**src/rtl/spi_host_tx.sv**
```systemverilog
// SPI mode-0 host transmitter: accepts bytes over valid/ready, shifts them out
// MSB first on COPI, frames consecutive bytes under one chip-select assertion
// and releases chip-select after the byte flagged last.
module spi_host_tx #(
  parameter int CLK_DIV  = 4,
  parameter int CS_SETUP = 4,
  parameter int CS_HOLD  = 4,
  parameter int CS_IDLE  = 8,
  parameter int BYTE_GAP = 8
) (
  input  logic       clk,
  input  logic       rst_n,
  input  logic [7:0] tx_data,
  input  logic       tx_last,
  input  logic       tx_valid,
  output logic       tx_ready,
  output logic       SCLK,
  output logic       COPI,
  output logic       spi_cs_n,
  output logic       busy,
  output logic       done,
  output logic [7:0] frame_bytes
);

  typedef enum logic [2:0] {
    IDLE, SETUP, LOW, HIGH, GAP, HOLD, CS_WAIT
  } state_t;

  localparam logic [15:0] DIV_M1   = 16'(CLK_DIV - 1);
  localparam logic [15:0] SETUP_M1 = 16'(CS_SETUP - 1);
  localparam logic [15:0] HOLD_M1  = 16'(CS_HOLD - 1);
  localparam logic [15:0] IDLE_M1  = 16'(CS_IDLE - 1);
  localparam logic [15:0] GAP_M1   = 16'(BYTE_GAP - 1);

  state_t      state, state_d;
  logic [15:0] cnt, cnt_d;
  logic [2:0]  bit_cnt, bit_cnt_d;
  logic        last_q, last_d;
  logic [7:0]  shift_reg, shift_d;
  logic [7:0]  frame_bytes_d;
  logic        tx_ready_d, sclk_d, copi_d, cs_n_d, busy_d, done_d;
  logic        xfer;

  // Byte counter stops at 255 rather than wrapping.
  function automatic logic [7:0] sat_inc8(input logic [7:0] v);
    return (v == 8'hFF) ? v : v + 8'd1;
  endfunction

  assign xfer = tx_valid & tx_ready;

  // Next-state, phase counter and next-output decode; outputs follow state_d
  // so every pin comes straight from a flop.
  always_comb begin
    state_d       = state;
    cnt_d         = cnt + 16'd1;
    bit_cnt_d     = bit_cnt;
    last_d        = last_q;
    shift_d       = shift_reg;
    frame_bytes_d = frame_bytes;
    case (state)
      IDLE: begin
        cnt_d = '0;
        if (xfer) begin
          shift_d       = tx_data;
          last_d        = tx_last;
          frame_bytes_d = 8'd0;
          state_d       = SETUP;
        end
      end
      SETUP: begin
        if (cnt == SETUP_M1) begin
          state_d   = LOW;
          cnt_d     = '0;
          bit_cnt_d = 3'd7;
        end
      end
      LOW: begin
        if (cnt == DIV_M1) begin
          state_d = HIGH;
          cnt_d   = '0;
        end
      end
      HIGH: begin
        if (cnt == DIV_M1) begin
          cnt_d = '0;
          if (bit_cnt != 3'd0) begin
            // Shift as SCLK falls so COPI never moves while SCLK is high.
            shift_d   = {shift_reg[6:0], 1'b0};
            bit_cnt_d = bit_cnt - 3'd1;
            state_d   = LOW;
          end else begin
            frame_bytes_d = sat_inc8(frame_bytes);
            state_d       = last_q ? HOLD : GAP;
          end
        end
      end
      GAP: begin
        // Counter parks at the last gap cycle; the frame stays open until
        // the next byte arrives.
        if (cnt == GAP_M1) cnt_d = cnt;
        if (xfer) begin
          shift_d   = tx_data;
          last_d    = tx_last;
          bit_cnt_d = 3'd7;
          cnt_d     = '0;
          state_d   = LOW;
        end
      end
      HOLD: begin
        if (cnt == HOLD_M1) begin
          state_d = CS_WAIT;
          cnt_d   = '0;
        end
      end
      CS_WAIT: begin
        if (cnt == IDLE_M1) begin
          state_d = IDLE;
          cnt_d   = '0;
        end
      end
      default: begin
        state_d = IDLE;
        cnt_d   = '0;
      end
    endcase

    sclk_d     = (state_d == HIGH);
    cs_n_d     = (state_d == IDLE) || (state_d == CS_WAIT);
    busy_d     = (state_d != IDLE);
    tx_ready_d = (state_d == IDLE) || ((state_d == GAP) && (cnt_d == GAP_M1));
    done_d     = (state == HOLD) && (state_d == CS_WAIT);
    copi_d     = cs_n_d ? COPI : shift_d[7];
  end

  // Control state and registered outputs; async reset returns pins to idle.
  always_ff @(posedge clk or negedge rst_n) begin
    if (!rst_n) begin
      state       <= IDLE;
      cnt         <= '0;
      bit_cnt     <= '0;
      last_q      <= 1'b0;
      frame_bytes <= 8'd0;
      tx_ready    <= 1'b0;
      SCLK        <= 1'b0;
      COPI        <= 1'b0;
      spi_cs_n    <= 1'b1;
      busy        <= 1'b0;
      done        <= 1'b0;
    end else begin
      state       <= state_d;
      cnt         <= cnt_d;
      bit_cnt     <= bit_cnt_d;
      last_q      <= last_d;
      frame_bytes <= frame_bytes_d;
      tx_ready    <= tx_ready_d;
      SCLK        <= sclk_d;
      COPI        <= copi_d;
      spi_cs_n    <= cs_n_d;
      busy        <= busy_d;
      done        <= done_d;
    end
  end

  // Data shift register; holds whatever byte is in flight.
  always_ff @(posedge clk) begin
    shift_reg <= shift_d;
  end

endmodule

```
**config.mk**
```make
export PLATFORM = sky130hd
export DESIGN_NAME = spi_host_tx
export DESIGN_NICKNAME = d
export VERILOG_FILES = /design/src/rtl/spi_host_tx.sv
export SDC_FILE = /design/constraint.sdc
export NUM_CORES = 1
export LEC_CHECK = 0
export CAP_MARGIN = 40
export CORE_MARGIN = 1
export CORE_UTILIZATION = 57
export CTS_CLUSTER_SIZE = 20
export DETAILED_ROUTE_END_ITERATION = 8
export DONT_BUFFER_PORTS = 1
export PLACE_DENSITY = 0.75
export SYNTH_ARGS = -nofsm -noshare
export SYNTH_HDL_FRONTEND = slang
export SYNTH_SLANG_ARGS = --single-unit
```
**constraint.sdc**
```tcl
create_clock -name clk -period 2.3 [get_ports clk]
set_input_delay 0.46 -clock clk [delete_from_list [all_inputs] [get_ports clk]]
set_output_delay 0.46 -clock clk [all_outputs]
set_load 0.01 [all_outputs]
```
## Word level (Yosys, flattened, before mapping)

Cells that the tools add are included.
Widths: inputs -> output; s select.

- Register bits: 45
- Input bits: 12
- Output and inout bits: 14
- Logic and storage cells: 84

- $add $sub $neg: 3
- Equal/unequal tests: 21
- Multiplexer cells: 29
- Bitwise operators: 1
- Reduce and logical (&&, ||, !) cells: 17

Operator list:

| cell | count |
|---|---|
| $mux 16 | 4 |
| $mux 8 | 7 |
| $pmux 16 s3 | 1 |
| $mux 3 | 12 |
| $eq 16x3->1 const B | 2 |
| $pmux 8 s2 | 2 |
| $pmux 3 s7 | 1 |
| $add 16x1->16 const B | 1 |
| $eq 16x2->1 const B | 1 |
| $eq 3x3->1 const B | 5 |
| $ne 2x2->1 const B | 7 |
| $reduce_and 5->1 | 2 |
| $eq 3x2->1 const B | 3 |
| $pmux 3 s3 | 1 |
| $reduce_bool 3->1 | 3 |
| $add 8x1->8 const B | 1 |
| $eq 8x8->1 const B | 1 |
| $logic_not 3->1 | 2 |
| $reduce_and 4->1 | 1 |
| $reduce_bool 2->1 | 2 |
| $reduce_or 4->1 | 1 |
| $eq 3x1->1 const B | 1 |
| $sub 3x1->3 const B | 1 |
| $logic_and 1x1->1 | 2 |
| other kinds (6) | 7 |

## Depth between registers and ports, before layout

Gate-level depths: netlist (run 1).

- Depth in word-level cells: 7
- Gate-level depth with buffers: 12
- Gate-level depth less buffers: 11

## Least setup slack after synthesis (run 1)

OpenSTA, ideal clock, no wires.

- Path type: reg2reg
- Start: register frame_bytes[0]
- End: register frame_bytes[5]
- Library setup time: 137 ps
- Arrival time: 2150 ps
- Required time: 2163 ps
- Slack: 13 ps
- Cell stages (with the launch flop): 10
- Path buffers: 1
- Period minus slack after synthesis: 2287 ps
- Path through: dfrtp_1 -> ha_1 -> and3_1 -> and3_1 -> a31o_2 -> a2111oi_1 -> buf_2 -> nand3_1 -> xor2_1 -> nor2_1

- Cells in the longest elaborated chain, start to end: 5
- Elaborated cells between the ends (all ways): 8
- Those cells by class: add/sub (1); eq/ne (2); mux (4); reduce/logical (1)

Ends and longest elaborated chain:

| element | line | RTL |
|---|---|---|
| start: declaration | 22 | `output logic [7:0] frame_bytes` |
| start signal: assignment | 154 | `frame_bytes <= frame_bytes_d;` |
| $add 8x1->8 | 46 | `return (v == 8'hFF) ? v : v + 8'd1;` |
| $mux 8 | 46 |  |
| $mux 8 | 86 | `if (bit_cnt != 3'd0) begin` |
| $mux 8 | 84 | `if (cnt == DIV_M1) begin` |
| $pmux 8 s2 | 60 | `case (state)` |

Parallel ways exist; a longest one is shown, timed or not. The select of a mux whose other input is x is not followed.
A chain may end at the register's enable or synchronous reset.

## Final worst setup path (run 1)

- Start: register cnt[3]
- End: register COPI

- Cells in the longest elaborated chain, start to end: 5
- Elaborated cells between the ends (all ways): 13
- Those cells by class: eq/ne (3); mux (8); reduce/logical (2)

Ends and longest elaborated chain:

| element | line | RTL |
|---|---|---|
| start: declaration | 36 | `logic [15:0] cnt, cnt_d;` |
| start signal: assignment | 151 | `cnt <= cnt_d;` |
| $eq 16x3->1 or $eq 16x2->1 (tied branches) | -- |  |
| $mux 3, on equally long branches | -- |  |
| $pmux 3 s7 (*) | 60 |  |
| named net state_d[1] | 35 | `state_t state, state_d;` |
| $eq 3x3->1 or $logic_not 3->1 (tied branches) | 128 | `cs_n_d = (state_d == IDLE) \|\| (state_d == CS_WAIT);` |
| $logic_or 1x1->1 (*) | 128 |  |
| named net cs_n_d | 41 | `logic tx_ready_d, sclk_d, copi_d, cs_n_d, busy_d, done_d;` |
| end signal: assignment | 157 | `COPI <= copi_d;` |
| end: declaration | 18 | `output logic COPI,` |

The timed path passes the listed nets; every way through them passes the cells marked *. The select of a mux whose other input is x is not followed.

==> load_flow_metrics.sql, run 1 <==
INSERT INTO impl_metrics (metric_group, metric, value, unit) VALUES
('worst_setup_path', 'critical_path.endpoint_type', 'flip-flop', ''),
('flow_run', 'drv.max_cap_violation_count', '0', ''),
('worst_setup_path', 'worst_path_max_delay_cell', 'or3_4', ''),
('timing', 'final.setup.worst_slack', '0.005089', 'ns'),
('worst_setup_path', 'path_class', 'flip-flop to flip-flop', ''),
('worst_setup_path', 'startpoint_types', 'flip-flop', ''),
('worst_setup_path', 'cp.required', '2.50', 'ns'),
('clock_tree', 'tritoncts', 'yes', ''),
('place', 'placement.io_buffers', '0', ''),
('timing', 'finalHoldWorstSlack', '0.3103', 'ns'),
('timing', 'finalSetupViolations', '0', ''),
('die', 'design.core.area', '4354', 'sq um'),
('worst_setup_path', 'buffers_and_inverters_on_the_worst_path', '0', ''),
('pwr', 'sw_ratio', '36.86', '%'),
('synthesis', 'ys_async_sr_fraction', '82.22', '%'),
('worst_setup_path', 'critPathTopFamily', 'simple AND/OR/NAND/NOR gates', ''),
('timing', 'final.period_utilization', '99.78', '%'),
('run_status', 'run_status', 'finished, final reports clean', ''),
('timing', 'post-route-min-period', '2.295', 'ns'),
('synthesis', 'synth-warning-count', '0', ''),
('pwr', 'power.static_leakage', '1.315', 'nW'),
('synthesis', 'synth.ff_latch_count', '45', ''),
('finish', 'n_antenna_cell', '0', ''),
('pwr', 'pwr_density_cell', '894.6', 'nW/um^2'),
('worst_setup_path', 'cp_cell_sequence', 'nor4_4, nand4_2, o31ai_1, o211ai_1, or3_4, o21ai_4, mux2_4', ''),
('worst_setup_path', 'setup.reg_to_reg.worst_slack', '0.005', 'ns'),
('clock_tree', 'worst_setup_hold_path_clk_slew', '0.09', 'ns'),
('timing', 'clock-skew-final', '0.007233', 'ns'),
('die', 'area_of_the_die', '4772', 'sq um'),
('worst_setup_path', 'timing.critical_path.slowest_cell_delay', '0.43', 'ns'),
('route', 'routed_via_density', '5.886', ''),
('hold_path', 'min_delay_path_depth', '1', ''),
('worst_setup_path', 'worst_r2r_startpoint', 'cnt[3]', ''),
('synthesis', 'synth.cell_area', '2565', 'sq um'),
('worst_setup_path', 'path_max_fanout', '5', ''),
('clock_tree', 'clock_h_tree_levels', '2', ''),
('route', 'routed_wire_length_per_instance', '15.85', 'microns'),
('global_route', 'vias_in_the_first_global_route', '2024', ''),
('timing', 'report.final.hold_viol_count', '0', ''),
('synthesis', 'top_ff_cell_synth', 'dfrtp_1', ''),
('die', 'die_x', '69.08', 'microns'),
('hold_path', 'timing.hold.worst.class', 'input port to flip-flop', ''),
('route', 'routed_via_count', '2072', ''),
('route', 'detailed_router_s_first_iteration_violation_count', '150', ''),
('worst_setup_path', 'arrival', '2.49', 'ns'),
('timing', 'slew_headroom', '62.25', '%'),
('timing', 'rsz_0062_raised_after_global_routing', 'yes', ''),
('pwr', 'power.sequential.fraction', '41.6', '%'),
('synthesis', 'synthDistinctLibCells', '55', ''),
('clock_tree', 'cts.sinks', '45', ''),
('finish', 'finished_core_util', '68.94', '%'),
('finish', 'n_fill_cell', '307', ''),
('place', 'dpl.hpwl', '4.027', 'mm'),
('worst_setup_path', 'reg2reg_to', 'COPI', ''),
('timing', 'tightestPinTransition', '0.5620', 'ns'),
('synthesis', 'synth_area_leader_cell', 'dfrtp_1', ''),
('pwr', 'switching_power_summed_over_all_nets', '0.9898', 'mW'),
('clock_tree', 'root_buffer', 'clkbuf_8', ''),
('global_route', 'grt_first_pass_wirelength', '9.522', 'mm'),
('die', 'num_io_pins', '26', ''),
('global_route', 'initial_antenna_violation_count', '0', ''),
('synthesis', 'synth_edf_count', '7', ''),
('worst_setup_path', 'cp.depth', '7', ''),
('synthesis', 'post_synth.cell_area_avg', '9.753', 'sq um'),
('finish', 'drive_gt1_share', '25.33', '%'),
('worst_setup_path', 'worst-r2r-cell-count', '7', ''),
('global_route', 'grt_start_max_net_pins', '38', ''),
('place', 'globalplace.congestion', '0.8878', ''),
('synthesis', 'commonest_cells_post_synth', '36 x dfrtp_1, 29 x nor2_1, 20 x nand2_1', ''),
('global_route', 'remaining_global_route_overflow', '0', ''),
('clock_tree', 'cts_inserted_buffers', '5', '');
==> worst max-delay path by stage <==
stage                   startpoint             end  slack, ns
CTS                        cnt[10]            COPI       0.02
global route                cnt[3]            COPI      -0.08
finish                      cnt[3]            COPI      0.005
detailed placement  frame_bytes[0]  frame_bytes[7]       0.02
global placement           cnt[10]            COPI       0.04
floorplan           frame_bytes[0]  frame_bytes[5]       0.01
==> logic make-up after synthesis <==
family | synth area share, %
AO/OA/AOI/OAI | 14.68
XOR/XNOR | 7.170
adder cells (fa/ha/maj) | 2.439
buffers and inverters | 4.976
flip-flops | 45.12
multiplexers | 2.292
AND/OR/NAND/NOR | 23.32
==> through the flow <==
step           instance area (sq um)  instances
2_1_floorplan                   2565        263
3_3_place_gp                    2829        340
3_5_place_dp                    2829        340
4_1_cts                         2957        351
5_1_grt                         3002        352
6_report                        3002        352
==> repair_timing <==
item,CTS,global route
gates resized for setup,0,9
setup endpoints to repair,1,19
pin swaps,0,3
endpoints found under the hold margin,37,0
setup buffers,1,1
hold buffers,2,0
==> layout make-up <==
class / instances / share of cell area [%]
flip-flops and latches: 45 / 38.56
clock inverters: 3 / 0.7086
clock buffers: 5 / 2.293
repair buffers: 42 / 11.00
multi-input cells: 194 / 43.89
inverters: 11 / 1.376
well taps: 52 / 2.168
==> power groups by stage <==
stage / sequential [mW] / combinational (mW) / clock, mW
CTS: 1.11 / 1.03 / 0.522
detailed placement: 1.13 / 0.992 / 0
global placement: 1.12 / 0.967 / 0
floorplan: 1.09 / 0.677 / 0
global route: 1.13 / 1.18 / 0.546
finish: 1.12 / 1.07 / 0.503
==> worst reg2reg max path, cell delays in order (launching register included) <==
cell	delay (ns)
dfrtp_1	0.41
nor4_4	0.33
nand4_2	0.21
o31ai_1	0.28
o211ai_1	0.15
or3_4	0.43
o21ai_4	0.08
mux2_4	0.30
==> placed cells by master (no fill, tap or decap), types with 2 or more instances in the layout <==
master / netlist / routed
nor2b_1: 5 / 5
a22o_1: 6 / 6
a31oi_1: 5 / 5
o21ai_0: 13 / 12
nand2b_1: 2 / 2
nand4_1: 3 / 3
and3_1: 7 / 5
or2_2: 2 / 2
o31ai_1: 5 / 5
dfrtp_1: 36 / 36
o21a_1: 2 / 2
ha_1: 5 / 4
o211ai_1: 5 / 5
clkbuf_8: 0 / 5
or2b_1: 2 / 2
nand3_1: 14 / 14
or3_1: 2 / 2
nor3_1: 6 / 5
nor2_1: 29 / 28
and4_2: 2 / 2
a21boi_1: 2 / 2
nor3_2: 2 / 3
inv_1: 11 / 11
buf_4: 0 / 40
mux2_2: 3 / 3
xnor2_1: 10 / 10
and3_4: 0 / 2
and2_1: 4 / 4
edfxtp_1: 7 / 7
nand2_1: 20 / 20
a21oi_1: 5 / 5
and4_1: 2 / 2
xor2_1: 11 / 11
==> layer usage <==
metal / GRT usage (%) / part of all wire, % / vias to the layer above
met3: 6.433 / 4.7 / 15
met5: 0 / 0 / -
met2: 39.16 / 47 / 60
met4: 9.524 / 1.9 / 0
li1: - / - / 1008
met1: 34.36 / 47 / 989
Note: power is estimated with default switching activity, not from simulation.
==> inputs of run 2 (changes only) <==
--- a/config.mk
+++ b/config.mk
@@ -7,11 +7,11 @@
 export LEC_CHECK = 0
 export CAP_MARGIN = 40
 export CORE_MARGIN = 1
-export CORE_UTILIZATION = 57
+export CORE_UTILIZATION = 63
 export CTS_CLUSTER_SIZE = 20
 export DETAILED_ROUTE_END_ITERATION = 8
 export DONT_BUFFER_PORTS = 1
-export PLACE_DENSITY = 0.75
+export PLACE_DENSITY = 0.79
 export SYNTH_ARGS = -nofsm -noshare
 export SYNTH_HDL_FRONTEND = slang
 export SYNTH_SLANG_ARGS = --single-unit
==> constraint.sdc (replaced) <==
create_clock -name clk -period 2.4 [get_ports clk]
set_input_delay 0.48 -clock clk [delete_from_list [all_inputs] [get_ports clk]]
set_output_delay 0.48 -clock clk [all_outputs]
set_load 0.01 [all_outputs]
==> run 2 against run 1 <==
Register-to-register slack better by 0.02 ns. Core utilization up 10 points. Worst hold slack better by 0.024 ns. Total power down 1.5%. Sequential share of layout area up 0.23 points. Critical endpoint unchanged. Largest cell class unchanged. Largest power group unchanged. Highest routed layer unchanged.
==> load_flow_metrics.sql, run 2 (same netlist as run 1, synthesis figures left out) <==
INSERT INTO impl_metrics (metric_group, metric, value, unit) VALUES
('run_status', 'run_status', 'finished, final reports clean', ''),
('route', 'number_of_nets_still_failing_antenna_checks_after_routing', '0', ''),
('die', 'area_of_the_die', '4330', 'sq um'),
('pwr', 'irDropWorstVdd', '0.0006015', 'V'),
('clock_tree', 'clkLatencyLatePin', '0.30', 'ns'),
('finish', 'sequential_cell_area', '1157', 'sq um'),
('die', 'placementRows', '22', ''),
('route', 'drc_errors', '0', ''),
('timing', 'slew_violations', '0', ''),
('global_route', 'grt_first_pass_wirelength', '9.377', 'mm'),
('pwr', 'switching_power_summed_over_all_nets', '0.9714', 'mW'),
('timing', 'tns', '0', 'ns'),
('global_route', 'remaining_global_route_overflow', '0', ''),
('global_route', 'gr-usage-all-layers', '29.41', '%'),
('clock_tree', 'tritoncts', 'yes', ''),
('route', 'detailed_router_s_first_iteration_violation_count', '182', ''),
('clock_tree', 'root_buffer', 'clkbuf_8', ''),
('worst_setup_path', 'arrival', '2.57', 'ns'),
('place', 'placement.io_buffers', '0', ''),
('clock_tree', 'worst_setup_hold_path_clk_slew', '0.09', 'ns'),
('finish', 'multi_input_comb_area', '1364', 'sq um'),
('die', 'initial_core_util', '68.02', '%'),
('timing', 'clock-skew-final', '0.006310', 'ns'),
('timing', 'clock.fmax', '0.4212', 'GHz'),
('timing', 'finalHoldWorstSlack', '0.3346', 'ns'),
('finish', 'drive_gt1_share', '22.49', '%'),
('clock_tree', 'cts.sinks', '45', ''),
('pwr', 'internal_power_consumption', '1.675', 'mW'),
('finish', 'finalNetCount', '305', ''),
('route', 'routed_wire_length_per_instance', '17.93', 'microns'),
('die', 'die_height', '65.81', 'microns'),
('clock_tree', 'clock_path_buffers', '2', ''),
('route', 'routed_wl', '6.044', 'mm'),
('finish', 'largest_reg_flops', '16', ''),
('pwr', 'power.static_leakage', '1.282', 'nW'),
('finish', 'mostFrequentLayoutCell', 'dfrtp_1', ''),
('place', 'placed_cells_incl_taps', '322', ''),
('finish', 'final_cell_mix', '36 x dfrtp_1, 28 x nor2_1, 28 x buf_4', ''),
('timing', 'final.period_utilization', '98.93', '%'),
('pwr', 'sw_ratio', '36.71', '%'),
('timing', 'post-route-min-period', '2.374', 'ns'),
('worst_setup_path', 'critical_path.endpoint_type', 'flip-flop', ''),
('finish', 'n_fill_cell', '234', ''),
('global_route', 'grt_start_max_net_pins', '37', ''),
('timing', 'slew_headroom', '54.81', '%'),
('place', 'dpl.hpwl', '4.164', 'mm'),
('die', 'design.core.area', '3771', 'sq um'),
('route', 'routed_via_density', '6.279', ''),
('pwr', 'total_power', '2.646', 'mW'),
('pwr', 'pwr_density_cell', '886.7', 'nW/um^2'),
('finish', 'finished_core_util', '79.13', '%'),
('worst_setup_path', 'cp.required', '2.59', 'ns'),
('worst_setup_path', 'startpoint_types', 'flip-flop', ''),
('die', 'die_x', '65.81', 'microns'),
('finish', 'finalInstanceArea', '2984', 'sq um'),
('place', 'placement.cell_area', '2719', 'sq um'),
('place', 'pre_cts_setup_slack', '-0.06571', 'ns'),
('route', 'drtPass1Iterations', '4', ''),
('pwr', 'power.sequential.fraction', '41.7', '%'),
('clock_tree', 'clock_h_tree_levels', '2', ''),
('timing', 'report.final.hold_viol_count', '0', ''),
('flow_run', 'drv.max_cap_violation_count', '0', ''),
('timing', 'final.setup.worst_slack', '0.02562', 'ns'),
('worst_setup_path', 'path_class', 'flip-flop to flip-flop', ''),
('worst_setup_path', 'path_max_fanout', '9', ''),
('clock_tree', 'cts_inserted_buffers', '5', ''),
('route', 'routed_via_count', '2116', ''),
('timing', 'tightestPinTransition', '0.6738', 'ns'),
('global_route', 'vias_in_the_first_global_route', '1971', ''),
('timing', 'finalSetupViolations', '0', ''),
('pwr', 'p_comb_share', '36.4', '%'),
('place', 'globalplace.congestion', '0.9569', ''),
('finish', 'n_antenna_cell', '0', ''),
('die', 'num_io_pins', '26', ''),
('timing', 'rsz_0062_raised_after_global_routing', 'yes', ''),
('global_route', 'initial_antenna_violation_count', '0', ''),
('finish', 'final_cell_count_no_fill', '337', ''),
('finish', 'synthToLayoutAreaGrowth', '16.34', '%'),
('pwr', 'clock_power_share', '21.8', '%'),
('hold_path', 'timing.hold.worst.class', 'input port to flip-flop', '');
==> run 2: power groups by stage <==
| stage | combinational, mW | sequential [mW] | clock, mW |
|---|---|---|---|
| after floorplan | 0.649 | 1.04 | 0 |
| after global placement | 0.754 | 1.10 | 0 |
| after detailed placement | 0.791 | 1.11 | 0 |
| after CTS | 0.816 | 1.09 | 0.589 |
| after global routing | 1.06 | 1.13 | 0.625 |
| final | 0.964 | 1.10 | 0.578 |
==> run 2: layout make-up <==
type / instances / share of cell area [%]
Clock buffer: 6 / 2.432
Clock inverter: 2 / 1.300
Inverter: 11 / 1.384
Multi-Input combinational cell: 194 / 45.70
Sequential cell: 45 / 38.78
Tap cell: 48 / 2.013
Timing Repair Buffer: 31 / 8.386
==> run 2: path summary, 6_finish.rpt <==
kind / startpoint / end / slack (ns) / depth (start not counted)
setup / recovery: cnt[0] / COPI / 0.03 / 8
hold / removal: tx_last / last_q / 0.33 / 1
setup reg to reg: cnt[0] / COPI / 0.03 / 8
hold reg to reg: shift_reg[6] / shift_reg[7] / 0.51 / 1
max in group asynchronous: rst_n / cnt[7] / 1.55 / 2
min in group asynchronous: rst_n / spi_cs_n / 0.61 / 1
==> run 2: worst max-delay path, cell delays in order (launching register included) <==
cell	delay, ns
dfrtp_1	0.45
ha_4	0.21
nor4b_2	0.24
nand4_1	0.19
a32oi_1	0.28
o21ai_2	0.10
or3_4	0.40
o21ai_4	0.08
mux2_4	0.32
==> run 2: repair_timing <==
| action | 4_1_cts | 5_1_grt |
|---|---|---|
| endpoints found under the hold margin | 36 | 12 |
| setup endpoints to repair | 2 | 10 |
| setup buffers | 0 | 4 |
| hold buffers | 2 | 1 |
| gates resized for setup | 2 | 13 |
| pin swaps | 0 | 8 |
==> run 2: layer usage <==
layer  GRT usage, %  up-vias  wire [microns]
li1               -      985               -
met1          40.49     1037            2568
met2          44.77       82            2935
met3          7.241       12             434
met4          10.60        0             106
met5              0        -               0
==> RTL change, RTL diff (flow settings as in run 2) <==
Reset style: synchronous (`rst_n`), changed in one clocked block. Comments in the files are not updated.
--- a/src/rtl/spi_host_tx.sv
+++ b/src/rtl/spi_host_tx.sv
@@ -133,7 +133,7 @@
   end
 
   // Control state and registered outputs; async reset returns pins to idle.
-  always_ff @(posedge clk or negedge rst_n) begin
+  always_ff @(posedge clk) begin
     if (!rst_n) begin
       state       <= IDLE;
       cnt         <= '0;
Check against the original RTL: differs if rst_n is asserted again (counterexample within 4 cycles, from zero or initial values and one cycle with rst_n low); with rst_n held inactive, the same outputs for 10 cycles.
==> RTL change against run 2 <==
- synthesized area fell by 6.5%
- fmax rose by 4.6%
- critical path depth fell by 1
- final area fell by 11%
- wire length fell by 14%
- via count fell by 0.80%
- sequential cell count did not move
- die area fell by 6.3%
- setup slack improved by 0.11 ns
- highest routed layer unchanged
Power is not compared: it rests on default switching activity, and its combinational part moved more than twofold at a synthesized area within 25%.
==> RTL change: results (changes against run 2) <==
| Metric | Value |
|---|---|
| FF-to-FF End | tx_ready |
| Largest net degree at the start of global routing | 17 (-54%) |
| Ys flop type | dfxtp_1 |
| Synth cell count leaders | nor2_1 (40), dfxtp_1 (38), nor3_1 (24) |
| Placer Congestion | 0.916 (-4.3%) |
| Status | finished, final reports clean |
| R2R setup slack | 0.13 ns (+0.11 ns) |
| Worst slack, placed | 0.0583 ns (+0.124 ns) |
| First-pass GRT wire length | 8620 µm (-8.1%) |
| Nets | 311 (+2.0%) |
| Avg Cell Area, Syn | 8.38 µm² (-14%) |
| Vias | 2099 (-0.80%) |
| M2 GR Usage | 41.4% (-3.4 points) |
| Relative slew slack | 63.1% (+8.3 points) |
| Skew final | 0.00487 ns (-0.00144 ns) |
| Fillers | 298 (+27%) |
| Synth area leaders | dfxtp_1 (32%), edfxtp_1 (8.8%), nor2_1 (6.3%) |
| Hold endpoint | state[2] |
| Share of layout cells above drive strength 1 | 16.9% (-5.5 points) |
| Total routed wirelength | 5200 µm (-14%) |
| Critical R2R Launch | cnt[11] |
| Final HPWL DP | 3790 µm (-9.0%) |
| Seq/Total Area, Yosys | 40.5% (-4.6 points) |
| Iter 0 DRT Violations | 122 (-33%) |
| GRT Overall Usage | 27.7% (-1.7 points) |
| Crit path DAT | 2.47 ns (-0.10 ns) |
-- RTL change: changes by cell type in the layout (fill, tap and decap cells not counted), sizes merged, moves of 5 or more --
cell and delta:
buf -11, nor3 +17, xor2 -5, dfxtp +37
nor2 +11, dfrtp -36, o211ai -5, nor4 +5
-- RTL change: timing repair --
| item | CTS | global route |
|---|---|---|
| endpoints found under the hold margin | 0 | 0 |
| endpoints found under the setup margin | 0 | 14 |
| resized for setup | 0 | 15 |
-- RTL change: worst max path at each step --
stage / depth (start not counted) / start / slack (ns) / to
floorplan: 10 / cnt[0] / 0.18 / tx_ready
global placement: 9 / bit_cnt[0] / 0.06 / COPI
detailed placement: 9 / bit_cnt[0] / 0.06 / COPI
CTS: 9 / bit_cnt[0] / 0.04 / COPI
global route: 7 / cnt[11] / 0.003 / COPI
finish: 7 / cnt[11] / 0.13 / tx_ready
-- RTL change: cell type report --
cell class              count  share of cell area [%]
multi-input cells         214                    51.1
flip-flops and latches     45                    36.7
repair buffers             18                    5.09
clock buffers               5                    2.59
well taps                  48                    2.26
inverters                  10                    1.41
clock inverters             3                   0.848
-- RTL change: worst max-delay path: stages, from the launching register on --
cell and delay [ns]:
dfxtp_1 0.39, nor4_2 0.39, and4_4 0.33, nor3_2 0.06, or3_1 0.47, a22oi_2 0.24, a21oi_1 0.06, a32o_1 0.24
-- RTL change: cells by family (layout without fill, tap and decap cells) --
group,Yosys count,after routing,share of synthesized area (%)
buf+inv,27,36,5.17
fa+ha+maj,5,5,2.61
compound gates,44,44,12.5
simple gates,145,145,31.8
xor+xnor,18,18,6.58
flops,45,45,40.5
mux,2,2,0.835
-- RTL change: layer usage --
| metal | share of wire [%] | up-vias |
|---|---|---|
| li1 | - | 1030 |
| met1 | 47 | 986 |
| met2 | 45 | 74 |
| met3 | 7.3 | 9 |
| met4 | 1.5 | 0 |
| met5 | 0 | - |
-- RTL change: power by group through the flow --
| stage | Clock (mW) | Combinational [mW] | Sequential [mW] |
|---|---|---|---|
| after CTS | 0.480 | 0.0797 | 0.800 |
| final | 0.471 | 0.0814 | 0.800 |
| after global routing | 0.517 | 0.0896 | 0.803 |
| after floorplan | 0 | 0.0608 | 0.814 |
| after detailed placement | 0 | 0.0785 | 0.817 |
| after global placement | 0 | 0.0773 | 0.817 |
-- RTL change: through the flow --
stage                     utilization, %  instance area [µm²]  hold slack [ns]
after floorplan                        -                 2400            0.437
after global placement              68.5                 2510            0.449
after detailed placement            68.5                 2510            0.463
after CTS                           71.0                 2600            0.291
after global routing                72.5                 2660            0.283
final                               72.5                 2660            0.296
